===== src/rtl/lcd_sensor_formatter_pkg.sv =====
// lcd_sensor_formatter_pkg: shared ASCII codes, FSM states and BCD width helper
package lcd_sensor_formatter_pkg;
   localparam logic [7:0] ASCII_SPACE = 8'h20;
   localparam logic [7:0] ASCII_ZERO  = 8'h30;
   localparam logic [7:0] ASCII_STAR  = 8'h2A;
   localparam logic [7:0] ASCII_DASH  = 8'h2D;
   typedef enum logic [2:0] {IDLE, CAPTURE, CONVERT, START, WAIT_DONE} state_t;
   function automatic int bcd_digits(input int w);
      int n;
      longint lim;
      n = 1;
      lim = 10;
      while (lim < (longint'(1) << w)) begin
         n++;
         lim *= 10;
      end
      return n;
   endfunction
endpackage


===== src/rtl/lcd_sensor_formatter_if.sv =====
// lcd_sensor_formatter_if: sensor inputs, LCD rows and frame handshake
interface lcd_sensor_formatter_if #(parameter int NUM_CH = 2, parameter int VAL_W = 16);
   logic [NUM_CH*VAL_W-1:0] values;
   logic [NUM_CH-1:0]       ch_valid;
   logic                    update;
   logic                    lcd_done;
   logic [127:0]            row1;
   logic [127:0]            row2;
   logic                    frame_start;
   logic                    busy;
   logic                    timeout_err;
   logic [15:0]             frame_count;
   modport master (output values, ch_valid, update, lcd_done,
                   input row1, row2, frame_start, busy, timeout_err, frame_count);
   modport slave (input values, ch_valid, update, lcd_done,
                  output row1, row2, frame_start, busy, timeout_err, frame_count);
endinterface


===== src/rtl/lcd_sensor_formatter_bin2bcd_serial.sv =====
// lcd_sensor_formatter_bin2bcd_serial: double-dabble, one input bit per cycle
module lcd_sensor_formatter_bin2bcd_serial
   import lcd_sensor_formatter_pkg::*;
#(
   parameter int VAL_W = 16,
   parameter int ND = bcd_digits(VAL_W)
) (
   input  logic             clk,
   input  logic             rst_n,
   input  logic             load,
   input  logic [VAL_W-1:0] din,
   output logic [4*ND-1:0]  bcd,
   output logic             done
);
   localparam int CW = $clog2(VAL_W + 1);
   logic [VAL_W-1:0] bin_q, bin_d;
   logic [4*ND-1:0]  bcd_q, bcd_d, adj;
   logic [CW-1:0]    cnt_q, cnt_d;
   always_comb begin
      adj = bcd_q;
      for (int i = 0; i < ND; i++)
         adj[4*i +: 4] = bcd_q[4*i +: 4] >= 4'd5 ? bcd_q[4*i +: 4] + 4'd3 : bcd_q[4*i +: 4];
      bin_d = load ? din : cnt_q != 0 ? {bin_q[VAL_W-2:0], 1'b0} : bin_q;
      bcd_d = load ? '0 : cnt_q != 0 ? {adj[4*ND-2:0], bin_q[VAL_W-1]} : bcd_q;
      cnt_d = load ? CW'(VAL_W) : cnt_q != 0 ? cnt_q - 1'b1 : cnt_q;
   end
   always_ff @(posedge clk or negedge rst_n)
      if (!rst_n) begin
         bin_q <= '0;
         bcd_q <= '0;
         cnt_q <= '0;
      end else begin
         bin_q <= bin_d;
         bcd_q <= bcd_d;
         cnt_q <= cnt_d;
      end
   assign bcd = bcd_q;
   assign done = cnt_q == 0;
endmodule


===== src/rtl/lcd_sensor_formatter.sv =====
// lcd_sensor_formatter: snapshots sensor channels and builds two 16-char LCD rows per frame
module lcd_sensor_formatter
   import lcd_sensor_formatter_pkg::*;
#(
   parameter int                  NUM_CH       = 2,
   parameter int                  VAL_W        = 16,
   parameter int                  DIGITS       = 3,
   parameter logic [NUM_CH*32-1:0] LABELS      = "HR: O2: ",
   parameter int                  LZ_BLANK     = 1,
   parameter int                  REFRESH_CYC  = 0,
   parameter int                  DONE_TIMEOUT = 100000
) (
   input logic                clk_1MHz,
   input logic                rst_n,
   lcd_sensor_formatter_if.slave bus
);
   localparam int ND = bcd_digits(VAL_W);
   localparam int NE = ND + 4;
   localparam int CW = NUM_CH > 1 ? $clog2(NUM_CH) : 1;
   localparam logic [255:0] BLANK = {32{ASCII_SPACE}};
   state_t                  state_q, state_d;
   logic [NUM_CH*VAL_W-1:0] vals_q, vals_d;
   logic [NUM_CH-1:0]       valid_q, valid_d;
   logic [CW-1:0]           ch_q, ch_d;
   logic [255:0]            work_q, work_d, rows_q, rows_d;
   logic                    pending_q, pending_d, frame_start_q, frame_start_d;
   logic                    busy_q, busy_d, timeout_err_q, timeout_err_d;
   logic [15:0]             frame_count_q, frame_count_d;
   logic [31:0]             refresh_q, refresh_d, wait_q, wait_d;
   logic                    load, done, req, tick;
   logic [VAL_W-1:0]        din;
   logic [4*ND-1:0]         bcd;
   logic [63:0]             field;
   lcd_sensor_formatter_bin2bcd_serial #(.VAL_W(VAL_W), .ND(ND)) u_bcd (
      .clk(clk_1MHz), .rst_n(rst_n), .load(load), .din(din), .bcd(bcd), .done(done)
   );
   always_comb begin
      logic [4*NE-1:0] dig;
      logic ovf, lead;
      dig = (4*NE)'(bcd);
      ovf = 1'b0;
      for (int d = DIGITS; d < ND; d++) ovf = ovf | (dig[4*d +: 4] != 4'd0);
      field = {LABELS[NUM_CH*32-1 - 32*int'(ch_q) -: 32], {4{ASCII_SPACE}}};
      lead = 1'b1;
      for (int d = DIGITS - 1; d >= 0; d--) begin
         lead = lead && dig[4*d +: 4] == 4'd0 && d != 0;
         field[31 - 8*(DIGITS-1-d) -: 8] = !valid_q[ch_q] ? ASCII_DASH : ovf ? ASCII_STAR :
            lead && LZ_BLANK != 0 ? ASCII_SPACE : ASCII_ZERO + {4'd0, dig[4*d +: 4]};
      end
   end
   always_comb begin
      state_d = state_q;
      vals_d = vals_q;
      valid_d = valid_q;
      ch_d = ch_q;
      work_d = work_q;
      rows_d = rows_q;
      pending_d = pending_q;
      frame_start_d = 1'b0;
      timeout_err_d = 1'b0;
      frame_count_d = frame_count_q;
      wait_d = wait_q;
      load = 1'b0;
      tick = REFRESH_CYC != 0 && refresh_q == 32'(REFRESH_CYC - 1);
      refresh_d = tick || REFRESH_CYC == 0 ? '0 : refresh_q + 32'd1;
      req = bus.update || tick;
      // channel 0 loads straight from the inputs; later channels load during the previous field write
      din = state_q == CAPTURE ? bus.values[VAL_W-1:0] : vals_q[VAL_W*(int'(ch_q)+1) +: VAL_W];
      case (state_q)
         IDLE: if (req || pending_q) begin
            state_d = CAPTURE;
            pending_d = 1'b0;
         end
         CAPTURE: begin
            vals_d = bus.values;
            valid_d = bus.ch_valid;
            work_d = BLANK;
            ch_d = '0;
            load = 1'b1;
            state_d = CONVERT;
         end
         CONVERT: if (done) begin
            work_d[255 - 64*int'(ch_q) -: 64] = field;
            ch_d = ch_q + 1'b1;
            load = int'(ch_q) != NUM_CH - 1;
            state_d = int'(ch_q) == NUM_CH - 1 ? START : CONVERT;
         end
         START: begin
            rows_d = work_q;
            frame_start_d = 1'b1;
            wait_d = '0;
            state_d = WAIT_DONE;
         end
         WAIT_DONE: if (bus.lcd_done) begin
            frame_count_d = frame_count_q + 16'd1;
            state_d = IDLE;
         end else if (wait_q == 32'(DONE_TIMEOUT - 1)) begin
            timeout_err_d = 1'b1;
            state_d = IDLE;
         end else wait_d = wait_q + 32'd1;
         default: state_d = IDLE;
      endcase
      if (state_q != IDLE && req) pending_d = 1'b1;
      busy_d = state_d != IDLE;
   end
   always_ff @(posedge clk_1MHz or negedge rst_n)
      if (!rst_n) begin
         state_q <= IDLE;
         vals_q <= '0;
         valid_q <= '0;
         ch_q <= '0;
         work_q <= BLANK;
         rows_q <= BLANK;
         pending_q <= 1'b0;
         frame_start_q <= 1'b0;
         busy_q <= 1'b0;
         timeout_err_q <= 1'b0;
         frame_count_q <= '0;
         refresh_q <= '0;
         wait_q <= '0;
      end else begin
         state_q <= state_d;
         vals_q <= vals_d;
         valid_q <= valid_d;
         ch_q <= ch_d;
         work_q <= work_d;
         rows_q <= rows_d;
         pending_q <= pending_d;
         frame_start_q <= frame_start_d;
         busy_q <= busy_d;
         timeout_err_q <= timeout_err_d;
         frame_count_q <= frame_count_d;
         refresh_q <= refresh_d;
         wait_q <= wait_d;
      end
   assign bus.row1 = rows_q[255:128];
   assign bus.row2 = rows_q[127:0];
   assign bus.frame_start = frame_start_q;
   assign bus.busy = busy_q;
   assign bus.timeout_err = timeout_err_q;
   assign bus.frame_count = frame_count_q;
endmodule


===== src/flat_wrapper.sv =====
// flat-port wrapper written by rule: the top's interface ports become plain ports
module lcd_sensor_formatter_flat import lcd_sensor_formatter_pkg::*;
#(
   parameter int                  NUM_CH       = 2,
   parameter int                  VAL_W        = 16,
   parameter int                  DIGITS       = 3,
   parameter logic [NUM_CH*32-1:0] LABELS      = "        ",
   parameter int                  LZ_BLANK     = 1,
   parameter int                  REFRESH_CYC  = 0,
   parameter int                  DONE_TIMEOUT = 100000
)
  (clk_1MHz, rst_n, bus_values, bus_ch_valid, bus_update, bus_lcd_done, bus_row1, bus_row2, bus_frame_start, bus_busy, bus_timeout_err, bus_frame_count);
  lcd_sensor_formatter_if #(.NUM_CH(NUM_CH), .VAL_W(VAL_W)) bus_i ();
  input logic clk_1MHz;
  input logic rst_n;
  input wire logic [$bits(bus_i.values)-1:0] bus_values;
  input wire logic [$bits(bus_i.ch_valid)-1:0] bus_ch_valid;
  input wire logic [$bits(bus_i.update)-1:0] bus_update;
  input wire logic [$bits(bus_i.lcd_done)-1:0] bus_lcd_done;
  output wire logic [$bits(bus_i.row1)-1:0] bus_row1;
  output wire logic [$bits(bus_i.row2)-1:0] bus_row2;
  output wire logic [$bits(bus_i.frame_start)-1:0] bus_frame_start;
  output wire logic [$bits(bus_i.busy)-1:0] bus_busy;
  output wire logic [$bits(bus_i.timeout_err)-1:0] bus_timeout_err;
  output wire logic [$bits(bus_i.frame_count)-1:0] bus_frame_count;
  assign bus_i.values = bus_values;
  assign bus_i.ch_valid = bus_ch_valid;
  assign bus_i.update = bus_update;
  assign bus_i.lcd_done = bus_lcd_done;
  assign bus_row1 = bus_i.row1;
  assign bus_row2 = bus_i.row2;
  assign bus_frame_start = bus_i.frame_start;
  assign bus_busy = bus_i.busy;
  assign bus_timeout_err = bus_i.timeout_err;
  assign bus_frame_count = bus_i.frame_count;
  lcd_sensor_formatter #(.NUM_CH(NUM_CH), .VAL_W(VAL_W), .DIGITS(DIGITS), .LABELS(LABELS), .LZ_BLANK(LZ_BLANK), .REFRESH_CYC(REFRESH_CYC), .DONE_TIMEOUT(DONE_TIMEOUT)) u_core (.clk_1MHz(clk_1MHz), .rst_n(rst_n), .bus(bus_i));
endmodule

===== config.mk =====
export PLATFORM = sky130hd
export DESIGN_NAME = lcd_sensor_formatter_flat
export DESIGN_NICKNAME = d
export VERILOG_FILES = /design/src/rtl/lcd_sensor_formatter_pkg.sv /design/src/rtl/lcd_sensor_formatter_if.sv /design/src/rtl/lcd_sensor_formatter_bin2bcd_serial.sv /design/src/rtl/lcd_sensor_formatter.sv /design/src/flat_wrapper.sv
export SDC_FILE = /design/constraint.sdc
export NUM_CORES = 1
export LEC_CHECK = 0
export ABC_AREA = 1
export CAP_MARGIN = 5
export CORE_ASPECT_RATIO = 1.1
export CORE_MARGIN = 5
export CORE_UTILIZATION = 35
export CTS_BUF_LIST = sky130_fd_sc_hd__clkbuf_4 sky130_fd_sc_hd__clkbuf_8 sky130_fd_sc_hd__clkbuf_16
export DETAILED_ROUTE_END_ITERATION = 7
export PLACE_DENSITY = 0.64
export RECOVER_POWER = 50
export REMOVE_ABC_BUFFERS = 1
export SLEW_MARGIN = 20
export SYNTH_ARGS = -nofsm -noshare
export SYNTH_HDL_FRONTEND = slang
export SYNTH_HIERARCHICAL = 1
export SYNTH_SLANG_ARGS = --single-unit

===== constraint.sdc =====
create_clock -name clk_1MHz -period 2.4 [get_ports clk_1MHz]
set_input_delay 0.36 -clock clk_1MHz [delete_from_list [all_inputs] [get_ports clk_1MHz]]
set_output_delay 0.36 -clock clk_1MHz [all_outputs]
set_load 0.02 [all_outputs]

## Word level (Yosys, flattened, before mapping)

Index checks and enable logic that the tools add are counted.

| word-level totals | value |
|---|---|
| register bits after elaboration | 643 |
| latch bits | 0 |
| bits in writable memories | 0 |
| memory bits (read-only) | 0 |
| output and inout bits | 275 |
| memories | 0 |

| cells by class | value |
|---|---|
| add/subtract/negate cells | 16 |
| multiply operators | 0 |
| divide/modulo/power cells | 0 |
| $lt $le $gt $ge | 6 |
| eq/ne operators | 8 |
| shifts and indexed selects | 4 |
| mux-type cells | 45 |
| bitwise operators | 2 |
| reductions and logical operators | 21 |

Operators by type and width:

| kind | count |
|---|---|
| one-hot mux 256 bit (2 select lines) | 1 |
| variable shift 64 x 33 -> 319 bit, first input constant | 1 |
| variable part select 64 x 33 -> 319 bit | 1 |
| bitwise mux 256 bit | 1 |
| 2-to-1 mux 256 bit | 1 |
| variable part select 95 x 32 -> 32 bit, first input constant | 1 |
| 2-to-1 mux 32 bit | 2 |
| 2-to-1 mux 8 bit | 8 |
| one-hot mux 32 bit (2 select lines) | 1 |
| 2-to-1 mux 16 bit | 3 |
| 2-to-1 mux 20 bit | 2 |
| negator 32 -> 33 bit | 1 |
| adder 32 x 1 -> 32 bit, second input constant | 1 |
| == test 32 x 17 -> 1 bit, second input constant | 1 |
| variable part select 32 x 32 -> 16 bit | 1 |
| adder 6 x 4 -> 7 bit, first input constant | 3 |
| >= comparator 4 x 3 -> 1 bit, second input constant | 5 |
| adder 16 x 1 -> 16 bit, second input constant | 1 |
| adder 4 x 2 -> 4 bit, second input constant | 4 |
| 2-to-1 mux 4 bit | 4 |
| 2-to-1 mux 3 bit | 5 |
| one-hot mux 3 bit (5 select lines) | 1 |
| 2-to-1 mux 1 bit | 12 |
| 2-to-1 mux 5 bit | 2 |
| other kinds (26) | 39 |

## Depth between registers and ports, before layout

Gate-level depths: netlist of the first run.

| logic depth | value |
|---|---|
| word-level depth | 9 |
| gate-level depth with buffers | 15 |
| mapped depth without buffers | 13 |

## Cells and area by module

The synthesis of the first run kept the hierarchy.

Modules (own cells, without submodules):

| module | instances | cells an instance | area each (µm²) | sequential area each (µm²) |
|---|---|---|---|---|
| lcd_sensor_formatter | 1 | 1,153 | 8,719.6 | 3,510.9 |
| lcd_sensor_formatter_bin2bcd_serial | 1 | 303 | 2,280.9 | 1,026.0 |

## Worst setup path after synthesis of the first run

No wires, ideal clock.

| timing | value |
|---|---|
| path kind | register -> register |
| start | register u_core.u_bcd.cnt_q[0] |
| end | register u_core.u_bcd.cnt_q[2] |
| arrival | 2,103 ps |
| slack | 161 ps |
| stages on the path, launching flop included | 13 |
| buffers on the path | 3 |
| cell sequence | dfrtp_1 inv_1 ha_1 nand3_4 inv_1 nand2_1 nor2_4 nor2_2 inv_2 buf_4 buf_2 clkbuf_1 nor3_1 |

| on the way | value |
|---|---|
| word-level cells in the longest chain between the ends | 4 |

RTL lines:

| what | RTL line | source |
|---|---|---|
| from (decl) | lcd_sensor_formatter_bin2bcd_serial.sv:18 | `logic [CW-1:0] cnt_q, cnt_d;` |
| from (signal assigned) | lcd_sensor_formatter_bin2bcd_serial.sv:35 | `cnt_q <= cnt_d;` |
| zero test 5 bit (*) | lcd_sensor_formatter_bin2bcd_serial.sv:38 | `assign done = cnt_q == 0;` |
| via u_core.done | lcd_sensor_formatter.sv:30 | `logic load, done, req, tick;` |
| 2-to-1 mux 1 bit (*) | lcd_sensor_formatter.sv:82 | `CONVERT: if (done) begin` |
| one-hot mux 1 bit (2 select lines) (*) | lcd_sensor_formatter.sv:69 | `case (state_q)` |
| via u_core.load | lcd_sensor_formatter.sv:30 |  |
| 2-to-1 mux 5 bit or nonzero test 2 bit (tied branches) | -- |  |

The timed path passes the listed nets; every way through them passes the cells marked *. The select of a mux whose other input is x is not followed.
A chain may end at the register's enable or synchronous reset.

==> out/qor.yml, run 1 <==
antenna_found_initial: 0
crit_path_max_fanout: 17
gp_congestion: 0.936
cpPeakStageDelay_ns: 0.70
final_cell_area_mm2: 0.0123
reg2reg_from: "u_core/u_bcd/cnt_q[0]"
critPathCaptureType: "output port"
wl_met3_um: 1270
nets: 1599
grt_pass1_vias: 8221
cts_made_buffers: 17
dr.max_layer_used: "met4"
min_path_type: "primary input to register"
path_delay_family: "flip-flops"
met2_length_um: 13300
crit_path_start: "u_core/rows_q[125]"
synth.avg_cell_area_um2: 7.56
cts_root_buf: "clkbuf_16"
ys_ff_latch: 181
met1_length_um: 10500
instances_no_fill: 1981
cap_violations: 0
slowest_stage: "dfstp_2"
cts.sinks: 181
path_class: "register to output port"
tightest_slew_ns: 1.45
final_cell_mix: "nand2_1, conb_1, dfrtp_1"
rows: 68
worst-path-buf-inv: 1
die_area_mm2: 0.0351
finClkSkew_ns: 0.0188
routed_via_density: 4.34
r2r_cells: 14
syn_area_mm2: 0.0110
port_buffers: 118
final_common_cell: "nand2_1"
status: "complete, no violations"
power_mw: 13.3
grt_pass1_wl_um: 40900
dr.pass1.iters: 6
clock_latency_ns: 0.44
grt_usage_pct: 14.2
drt_iter0_drc: 639
worstHoldEndpoint: "u_core/vals_q[26]"
core_area_mm2: 0.0312
r2r_slack_ns: 0.26
layout-drive-gt1-share_pct: 5.51
overflow: 0
start_util_pct: 35.2
postRouteAntennaNets: 0
flow.area_growth_from_synthesis_pct: 12.2
wl_per_cell_um: 12.8
fmax_ghz: 0.460
yosysUniqueCellTypes: 38
die_w_um: 179
vdd_ir_drop_max_uv: 559
grt_start_max_net_pins: 66
drv_slew: 0
syn_inst: 1456
vias: 8603
min_path_cells: 3
yosys_warnings: 6
crit_path_start_kind: "register"
post_cts_buffers: 0
crit_arrival_ns: 1.82
min_from: "bus_values[26]"
hold_viol_final: 0
drc_errors: 0
ys_seq_area_share_pct: 41.2
ctsLongestPathBuffers: 2
finalCritPeriodShare_pct: 90.6
power_leakage_nw: 6.01
cellPowerDensity_mw_per_mm2: 1080
setup_violations: 0
placed_cells: 1948
cts_tree: "yes"
cp_cell_sequence: "clkdlybuf4s50_1"
multiInputGateArea_mm2: 0.00478
rsz0062_at_grt: "false"
cts_max_level: 4
final.fill_count: 3173
antenna_cells: 0
ios: 313
totalWireLength_um: 25400
relSlewSlack_pct: 3.45
post_dp_cell_area_mm2: 0.0118
dp_hpwl_um: 19200
timing.rr.end: "u_core/u_bcd/bcd[4]"
min_period_ns: 2.18
clkTransAtPathRegs_ns: 0.09
die_y_um: 196
cp.required_ns: 2.04
seqCellArea_mm2: 0.00454
per-stage QoR:
| step | setup WS [ns] | hold slack [ns] | utilization [%] | setup TNS, ns |
|---|---|---|---|---|
| after floorplan | -0.453 | 0.0644 | - | -15.98 |
| after global placement | 0.293 | 0.362 | 37.7 | 0 |
| after detailed placement | 0.214 | 0.367 | 37.7 | 0 |
| after CTS | 0.172 | 0.421 | 39.7 | 0 |
| after global routing | 0.0430 | 0.445 | 39.5 | 0 |
| final | 0.225 | 0.444 | 39.5 | 0 |
final cells by class:
cell class	instances	area share, %
clock buffers	17	3.45
clock inverters	15	1.69
inverters	124	3.79
multi-input cells	1083	38.7
flip-flops and latches	181	36.7
well taps	420	4.26
repair buffers	141	11.3
cells in the mapped netlist, drive strengths merged:
cell	n	share of area, %
nand2	474	16
buf	242	17
dfrtp	175	40
nor2	138	5.4
inv	123	4.2
nand3	91	4.4
o21ai	76	3.5
clkbuf	19	0.65
o22ai	19	1.1
nand4	18	1.0
nor3	16	0.88
a21oi	15	0.68
xor2	14	1.1
ha	13	1.5
xnor2	7	0.56
dfstp	6	1.4
nor4	3	0.17
a31oi	1	0.057
and2	1	0.057
clkinv	1	0.034
conb	1	0.034
nand3b	1	0.068
nor3b	1	0.068
o31ai	1	0.068
cells by family (layout without fill, tap and decap cells):
group,after synthesis,count (layout),share of synthesized area (%)
xor+xnor,21,21,1.67
compound gates,112,112,5.38
simple gates,743,743,28.5
other cells,1,194,0.0341
flops,181,181,41.2
buf+inv,385,297,21.6
fa+ha+maj,13,13,1.48
power by group:
group	switching, mW	total (mW)	internal (mW)
clock	1.47	2.93	1.46
sequential	0.685	4.66	3.97
combinational	3.64	5.70	2.06
total	5.80	13.3	7.49
worst min-delay path, delay by kind of cell:
family	cells	cell delay [ns]
buf+inv	1	0.39
simple gates	2	0.10
registers in the layout (all words and copies together) (netlist names):
| name | flops |
|---|---|
| u_core/u_bcd/bin_q | 16 |
| u_core/bus.busy | 1 |
| u_core/bus.timeout_err | 1 |
| u_core/bus.frame_start | 1 |
| u_core/vals_q | 16 |
| u_core/ch_q | 1 |
| u_core/rows_q | 33 |
| u_core/u_bcd/cnt_q | 5 |
| u_core/bus.frame_count | 16 |
| u_core/pending_q | 1 |
| u_core/valid_q | 2 |
| u_core/wait_q | 32 |
| u_core/state_q | 3 |
| u_core/u_bcd/bcd | 20 |
| u_core/work_q | 33 |
worst max path at each step:
stage / to / slack [ns] / cells past startpoint
global placement: u_core/u_bcd/bcd[13] / 0.29 / 13
global route: u_core/wait_q[15] / 0.04 / 7
detailed placement: u_core/u_bcd/bcd[9] / 0.21 / 13
floorplan: u_core/u_bcd/bin_q[10] / -0.45 / 8
CTS: bus_row2[37] / 0.17 / 1
finish: bus_row2[37] / 0.22 / 1
metal layers:
metal  vias up  global-route usage (%)
met2       233                    25.3
li1       4314                       -
met4         0                    3.70
met3        25                    2.60
met1      4031                    17.8
met5         -                       0
timing repair:
item                       4_1_cts  5_1_grt
hold endpoints to repair        50        0
hold buffers                     1        0
setup endpoints to repair        0        2
resized for setup                0        2
(Power assumes the default switching activity.)
==> inputs of run 2 (changes only) <==
--- a/config.mk
+++ b/config.mk
@@ -12,7 +12,7 @@
 export CORE_UTILIZATION = 35
 export CTS_BUF_LIST = sky130_fd_sc_hd__clkbuf_4 sky130_fd_sc_hd__clkbuf_8 sky130_fd_sc_hd__clkbuf_16
 export DETAILED_ROUTE_END_ITERATION = 7
-export PLACE_DENSITY = 0.64
+export PLACE_DENSITY_LB_ADDON = 0.25
 export RECOVER_POWER = 50
 export REMOVE_ABC_BUFFERS = 1
 export SLEW_MARGIN = 20
==> out/qor.yml, run 2 (synthesized netlist as in run 1, its figures left out) <==
pwr-share-clk_pct: 22.0  # about the same
reg.largest.list: "u_core/rows_q: 33 flops, u_core/work_q: 33 flops, u_core/wait_q: 32 flops"  # unchanged
dp_hpwl_um: 19100  # was 19200 um
antenna_cells: 0  # unchanged
crit_path_max_fanout: 17  # unchanged
r2r_cells: 14  # unchanged
cts_root_buf: "clkbuf_16"  # unchanged
overflow: 0  # unchanged
status: "complete, no violations"  # unchanged
cap_violations: 0  # unchanged
fin_setup_tns_ns: 0  # unchanged
whs_ns: 0.445  # was 0.444 ns
combPwrFrac_pct: 42.8  # was 42.9%
crit_path_start_kind: "register"  # unchanged
tightest_slew_ns: 1.19  # was 1.45 ns
min_period_ns: 2.17  # was 2.18 ns
final_util_pct: 39.4  # was 39.5%
rows: 68  # unchanged
relSlewSlack_pct: 20.5  # was 3.45%
drc_errors: 0  # unchanged
cp_cell_sequence: "clkdlybuf4s50_1"  # unchanged
antenna_found_initial: 0  # unchanged
vias: 8537  # was 8603
wl_per_cell_um: 12.8  # about the same
drt_iter0_drc: 629  # was 639
flow.area_growth_from_synthesis_pct: 11.8  # was 12.2%
grt_pass1_wl_um: 41700  # was 40900 um
ctsLongestPathBuffers: 2  # unchanged
switching_share_pct: 43.7  # was 43.6%
clkTransAtPathRegs_ns: 0.09  # about the same
critPathCaptureType: "output port"  # unchanged
totalWireLength_um: 25300  # was 25400 um
finClkSkew_ns: 0.0141  # was 0.0188 ns
hold_viol_final: 0  # unchanged
grt_pass1_vias: 8182  # was 8221
start_util_pct: 35.2  # unchanged
fmax_ghz: 0.462  # was 0.460 GHz
cts_max_level: 4  # unchanged
cp.depth: 1  # unchanged
instances_no_fill: 1981  # unchanged
r2r_slack_ns: 0.26  # about the same
gp_congestion: 0.908  # was 0.936
cp.required_ns: 2.04  # about the same
crit_end: "bus_row2[13]"  # was bus_row2[37]
p_int_mw: 7.45  # was 7.49 mW
worst-path-buf-inv: 1  # unchanged
cpPeakStageDelay_ns: 0.69  # was 0.70 ns
nets: 1599  # unchanged
final_common_cell: "nand2_1"  # unchanged
routed_via_density: 4.31  # was 4.34
post_cts_buffers: 0  # unchanged
port_buffers: 118  # unchanged
reg2reg_from: "u_core/u_bcd/cnt_q[0]"  # unchanged
die_area_mm2: 0.0351  # unchanged
cts_tree: "yes"  # unchanged
finalCritPeriodShare_pct: 90.2  # was 90.6%
slowest_stage: "dfstp_2"  # unchanged
path_class: "register to output port"  # unchanged
path_delay_family: "flip-flops"  # unchanged
crit_path_start: "u_core/rows_q[125]"  # unchanged
layout-drive-gt1-share_pct: 5.38  # was 5.51%
clock_latency_ns: 0.44  # about the same
crit_arrival_ns: 1.81  # was 1.82 ns
setup_violations: 0  # unchanged
placed_cells: 1948  # unchanged
vdd_ir_drop_max_uv: 486  # was 559 uV
die_y_um: 196  # unchanged
grt_usage_pct: 14.5  # was 14.2%
drv_slew: 0  # unchanged
cts.sinks: 181  # unchanged
grt_start_max_net_pins: 63  # was 66
power_leakage_nw: 6.00  # was 6.01 nW
postRouteAntennaNets: 0  # unchanged
p_seq_share_pct: 35.2  # was 35.0%
timing.rr.end: "u_core/u_bcd/bcd[8]"  # was u_core/u_bcd/bcd[4]
final.fill_count: 3264  # was 3173
cts_made_buffers: 17  # unchanged
cellPowerDensity_mw_per_mm2: 1080  # about the same
netSwitchingPower_mw: 5.78  # was 5.80 mW
final_cell_mix: "nand2_1, conb_1, dfrtp_1"  # unchanged
min_path_type: "primary input to register"  # unchanged
dr.pass1.iters: 5  # was 6
ios: 313  # unchanged
die_w_um: 179  # unchanged
core_area_mm2: 0.0312  # unchanged
rsz0062_at_grt: "false"  # unchanged
## run 2: worst min path at each step
stage | start | end | slack, ns | depth (start not counted)
global placement | rst_n | u_core/work_q[201] | 0.33 | 1
CTS | rst_n | u_core/work_q[217] | 0.43 | 2
finish | bus_values[18] | u_core/vals_q[18] | 0.44 | 3
global route | bus_values[25] | u_core/vals_q[25] | 0.45 | 3
floorplan | rst_n | u_core/bus.busy | 0.06 | 0
detailed placement | rst_n | u_core/work_q[217] | 0.33 | 1
## run 2: through the flow
stage | area [um2] | power [mW] | setup slack [ns]
after floorplan | 9810 | 8.10 | -0.453
after global placement | 11700 | 10.4 | 0.270
after detailed placement | 11700 | 10.5 | 0.210
after CTS | 12400 | 13.4 | 0.159
after global routing | 12300 | 14.3 | 0.00791
final | 12300 | 13.2 | 0.234
## run 2: layer usage
layer	wire (um)	global-route usage (%)
met1	11100	19.2
met2	12800	24.5
met3	1220	3.10
met4	282	3.10
met5	0	0
## run 2: power groups by stage
stage	registers (mW)	clock network (mW)	logic, mW
detailed placement	4.73	0	5.75
floorplan	5.19	0	2.92
finish	4.66	2.92	5.66
global placement	4.71	0	5.65
CTS	4.68	3.00	5.77
global route	4.80	3.13	6.38
## run 2: worst reg2reg max path, cell delays in order, from the launching register on
cell     delay, ns
dfrtp_1       0.41
inv_1         0.07
ha_1          0.24
nand3_4       0.15
inv_1         0.15
nand2_1       0.10
nor2_4        0.12
nor2_2        0.06
inv_2         0.14
inv_1         0.12
nand2_2       0.11
buf_4         0.20
nor2_1        0.06
nand2_1       0.06
nand2_1       0.05
## run 2: what timing repair did
action | CTS | global route
hold buffers | 1 | 0
resized for setup | 0 | 2
setup endpoints to repair | 0 | 16
hold endpoints to repair | 33 | 0
## run 2: layout make-up
| cell class | count | area, um2 | share of cell area, % |
|---|---|---|---|
| Inverter | 124 | 468 | 3.80 |
| Multi-Input combinational cell | 1083 | 4780 | 38.9 |
| Timing Repair Buffer | 141 | 1360 | 11.1 |
| Clock buffer | 17 | 425 | 3.46 |
| Sequential cell | 181 | 4540 | 36.9 |
| Clock inverter | 15 | 199 | 1.62 |
| Tap cell | 420 | 526 | 4.27 |
==> inputs of run 3 (changes only) <==
--- a/config.mk
+++ b/config.mk
@@ -9,12 +9,12 @@
 export CAP_MARGIN = 5
 export CORE_ASPECT_RATIO = 1.1
 export CORE_MARGIN = 5
-export CORE_UTILIZATION = 35
+export CORE_UTILIZATION = 44
 export CTS_BUF_LIST = sky130_fd_sc_hd__clkbuf_4 sky130_fd_sc_hd__clkbuf_8 sky130_fd_sc_hd__clkbuf_16
 export DETAILED_ROUTE_END_ITERATION = 7
+export GPL_TIMING_DRIVEN = 0
 export PLACE_DENSITY_LB_ADDON = 0.25
 export RECOVER_POWER = 50
-export REMOVE_ABC_BUFFERS = 1
 export SLEW_MARGIN = 20
 export SYNTH_ARGS = -nofsm -noshare
 export SYNTH_HDL_FRONTEND = slang
==> out/qor.yml, run 3 (synthesized netlist as in run 1, its figures left out) <==
status: "complete, no violations"  # unchanged
clock_latency_ns: 0.43  # was 0.44 ns
crit_path_start: "u_core/rows_q[125]"  # unchanged
path_class: "register to output port"  # unchanged
reg2reg_from: "u_core/u_bcd/cnt_q[0]"  # unchanged
cts_max_level: 4  # unchanged
crit_path_start_kind: "register"  # unchanged
totalWireLength_um: 28600  # was 25300 um
cts_root_buf: "clkbuf_16"  # unchanged
place_ws_ns: -0.396  # was 0.210 ns
grt_usage_pct: 19.7  # was 14.5%
die_w_um: 161  # was 179 um
cp_cell_sequence: "buf_4 > clkdlybuf4s50_1"  # was clkdlybuf4s50_1
r2r_slack_ns: 0.21  # was 0.26 ns
drv_slew: 0  # unchanged
die_y_um: 176  # was 196 um
ctsLongestPathBuffers: 2  # unchanged
flow.area_growth_from_synthesis_pct: 26.6  # was 11.8%
final.fill_count: 2349  # was 3264
die_area_mm2: 0.0283  # was 0.0351 mm2
cts_tree: "yes"  # unchanged
postRouteAntennaNets: 0  # unchanged
dr.pass1.iters: 8  # was 5
drt_iter0_drc: 602  # was 629
grt_pass1_vias: 8936  # was 8182
power_mw: 14.0  # was 13.2 mW
dp_hpwl_um: 22000  # was 19100 um
reg.largest.list: "u_core/rows_q: 33 flops, u_core/work_q: 33 flops, u_core/wait_q: 32 flops"  # unchanged
grt_start_max_net_pins: 95  # was 63
power_leakage_nw: 7.21  # was 6.00 nW
rows: 60  # was 68
setup_violations: 0  # unchanged
nets: 1844  # was 1599
cellPowerDensity_mw_per_mm2: 1010  # was 1080 mW/mm2
final_cell_mix: "nand2_1, buf_4, conb_1"  # was nand2_1, conb_1, dfrtp_1
critPathCaptureType: "output port"  # unchanged
grt_pass1_wl_um: 45300  # was 41700 um
cpPeakStageDelay_ns: 0.72  # was 0.69 ns
vias: 9473  # was 8537
tightest_slew_ns: 1.26  # was 1.19 ns
antenna_cells: 0  # unchanged
gp_congestion: 0.894  # was 0.908
cts_made_buffers: 17  # unchanged
final_cell_area_mm2: 0.0139  # was 0.0123 mm2
crit_arrival_ns: 1.91  # was 1.81 ns
crit_path_max_fanout: 17  # unchanged
post_dp_cell_area_mm2: 0.0133  # was 0.0117 mm2
setup_ws_ns: 0.128  # was 0.234 ns
cap_violations: 0  # unchanged
layout-drive-gt1-share_pct: 17.5  # was 5.38%
vdd_ir_drop_max_uv: 551  # was 486 uV
final_common_cell: "nand2_1"  # unchanged
min_period_ns: 2.27  # was 2.17 ns
finalCritPeriodShare_pct: 94.7  # was 90.2%
fmax_ghz: 0.440  # was 0.462 GHz
final_util_pct: 56.7  # was 39.4%
wl_per_cell_um: 13.5  # was 12.8 um
routed_via_density: 4.48  # was 4.31
min_path_type: "primary input to register"  # unchanged
cts.sinks: 181  # unchanged
antenna_found_initial: 0  # unchanged
whs_ns: 0.457  # was 0.445 ns
finClkSkew_ns: 0.0131  # was 0.0141 ns
drc_errors: 0  # unchanged
slowest_stage: "dfstp_2"  # unchanged
ios: 313  # unchanged
clkTransAtPathRegs_ns: 0.08  # was 0.09 ns
start_util_pct: 44.8  # was 35.2%
min_from: "bus_values[27]"  # was bus_values[18]
cp.required_ns: 2.04  # about the same
relSlewSlack_pct: 16.2  # was 20.5%
port_buffers: 118  # unchanged
core_area_mm2: 0.0245  # was 0.0312 mm2
overflow: 0  # unchanged
hold_viol_final: 0  # unchanged
==> run 3: cell count changes in the layout (fill, tap and decap cells not counted), sizes merged <==
cell | previous run | this run
buf | 14 | 248
clkinv | 9 | 3
bufinv | 0 | 1
inv | 130 | 131
clkbuf | 26 | 37
clkinvlp | 0 | 3
==> run 3: what timing repair did <==
action                     in CTS  in global routing
setup endpoints to repair      40                 39
gates resized for setup         4                  4
setup buffers                   1                  4
hold buffers                    1                  0
hold endpoints to repair       87                  0
pin swaps                       1                  0
==> run 3: worst paths after layout <==
| check | to | cells after the start |
|---|---|---|
| setup reg to reg | u_core/u_bcd/bin_q[5] | 14 |
| max in group asynchronous | u_core/work_q[156] | 3 |
| min in group asynchronous | u_core/wait_q[20] | 2 |
| hold reg to reg | u_core/vals_q[26] | 2 |
| setup / recovery | bus_row2[53] | 2 |
| hold / removal | u_core/vals_q[27] | 3 |
==> run 3: power breakdown <==
part / leakage [nW] / switching [mW] / internal [mW] / total [mW]
Sequential: 2.40 / 0.681 / 3.97 / 4.65
Clock: 0.274 / 1.31 / 1.46 / 2.77
Combinational: 4.53 / 3.92 / 2.69 / 6.61
==> run 3: cell type report <==
class	count	area, um2	share of cell area [%]
Clock inverter	14	143	1.02
Sequential cell	181	4540	32.6
Timing Repair Buffer	125	1240	8.91
Inverter	124	468	3.36
Tap cell	310	388	2.78
Multi-Input combinational cell	1083	4800	34.5
Buffer	261	1930	13.8
Clock buffer	17	425	3.05
==> run 3: worst max-delay path, delay by kind of cell (launching register included) <==
family,cells,cell delay [ns]
buffers and inverters,2,0.77
DFF,1,0.72
==> run 3: metrics by stage <==
step	std cells	setup TNS [ns]
finish	2115	0
global route	2115	-0.00515
CTS	2111	0
detailed placement	2078	-7.76
global placement	2077	-1206.69
floorplan	1649	0
==> run 3: layer usage <==
metal / share of wire [%] / vias up / track usage, %
met5: 0 / - / 0
met4: 1.6 / 0 / 4.87
met3: 5.0 / 29 / 3.75
met2: 53 / 228 / 35.4
met1: 41 / 4409 / 24.3
li1: - / 4807 / -
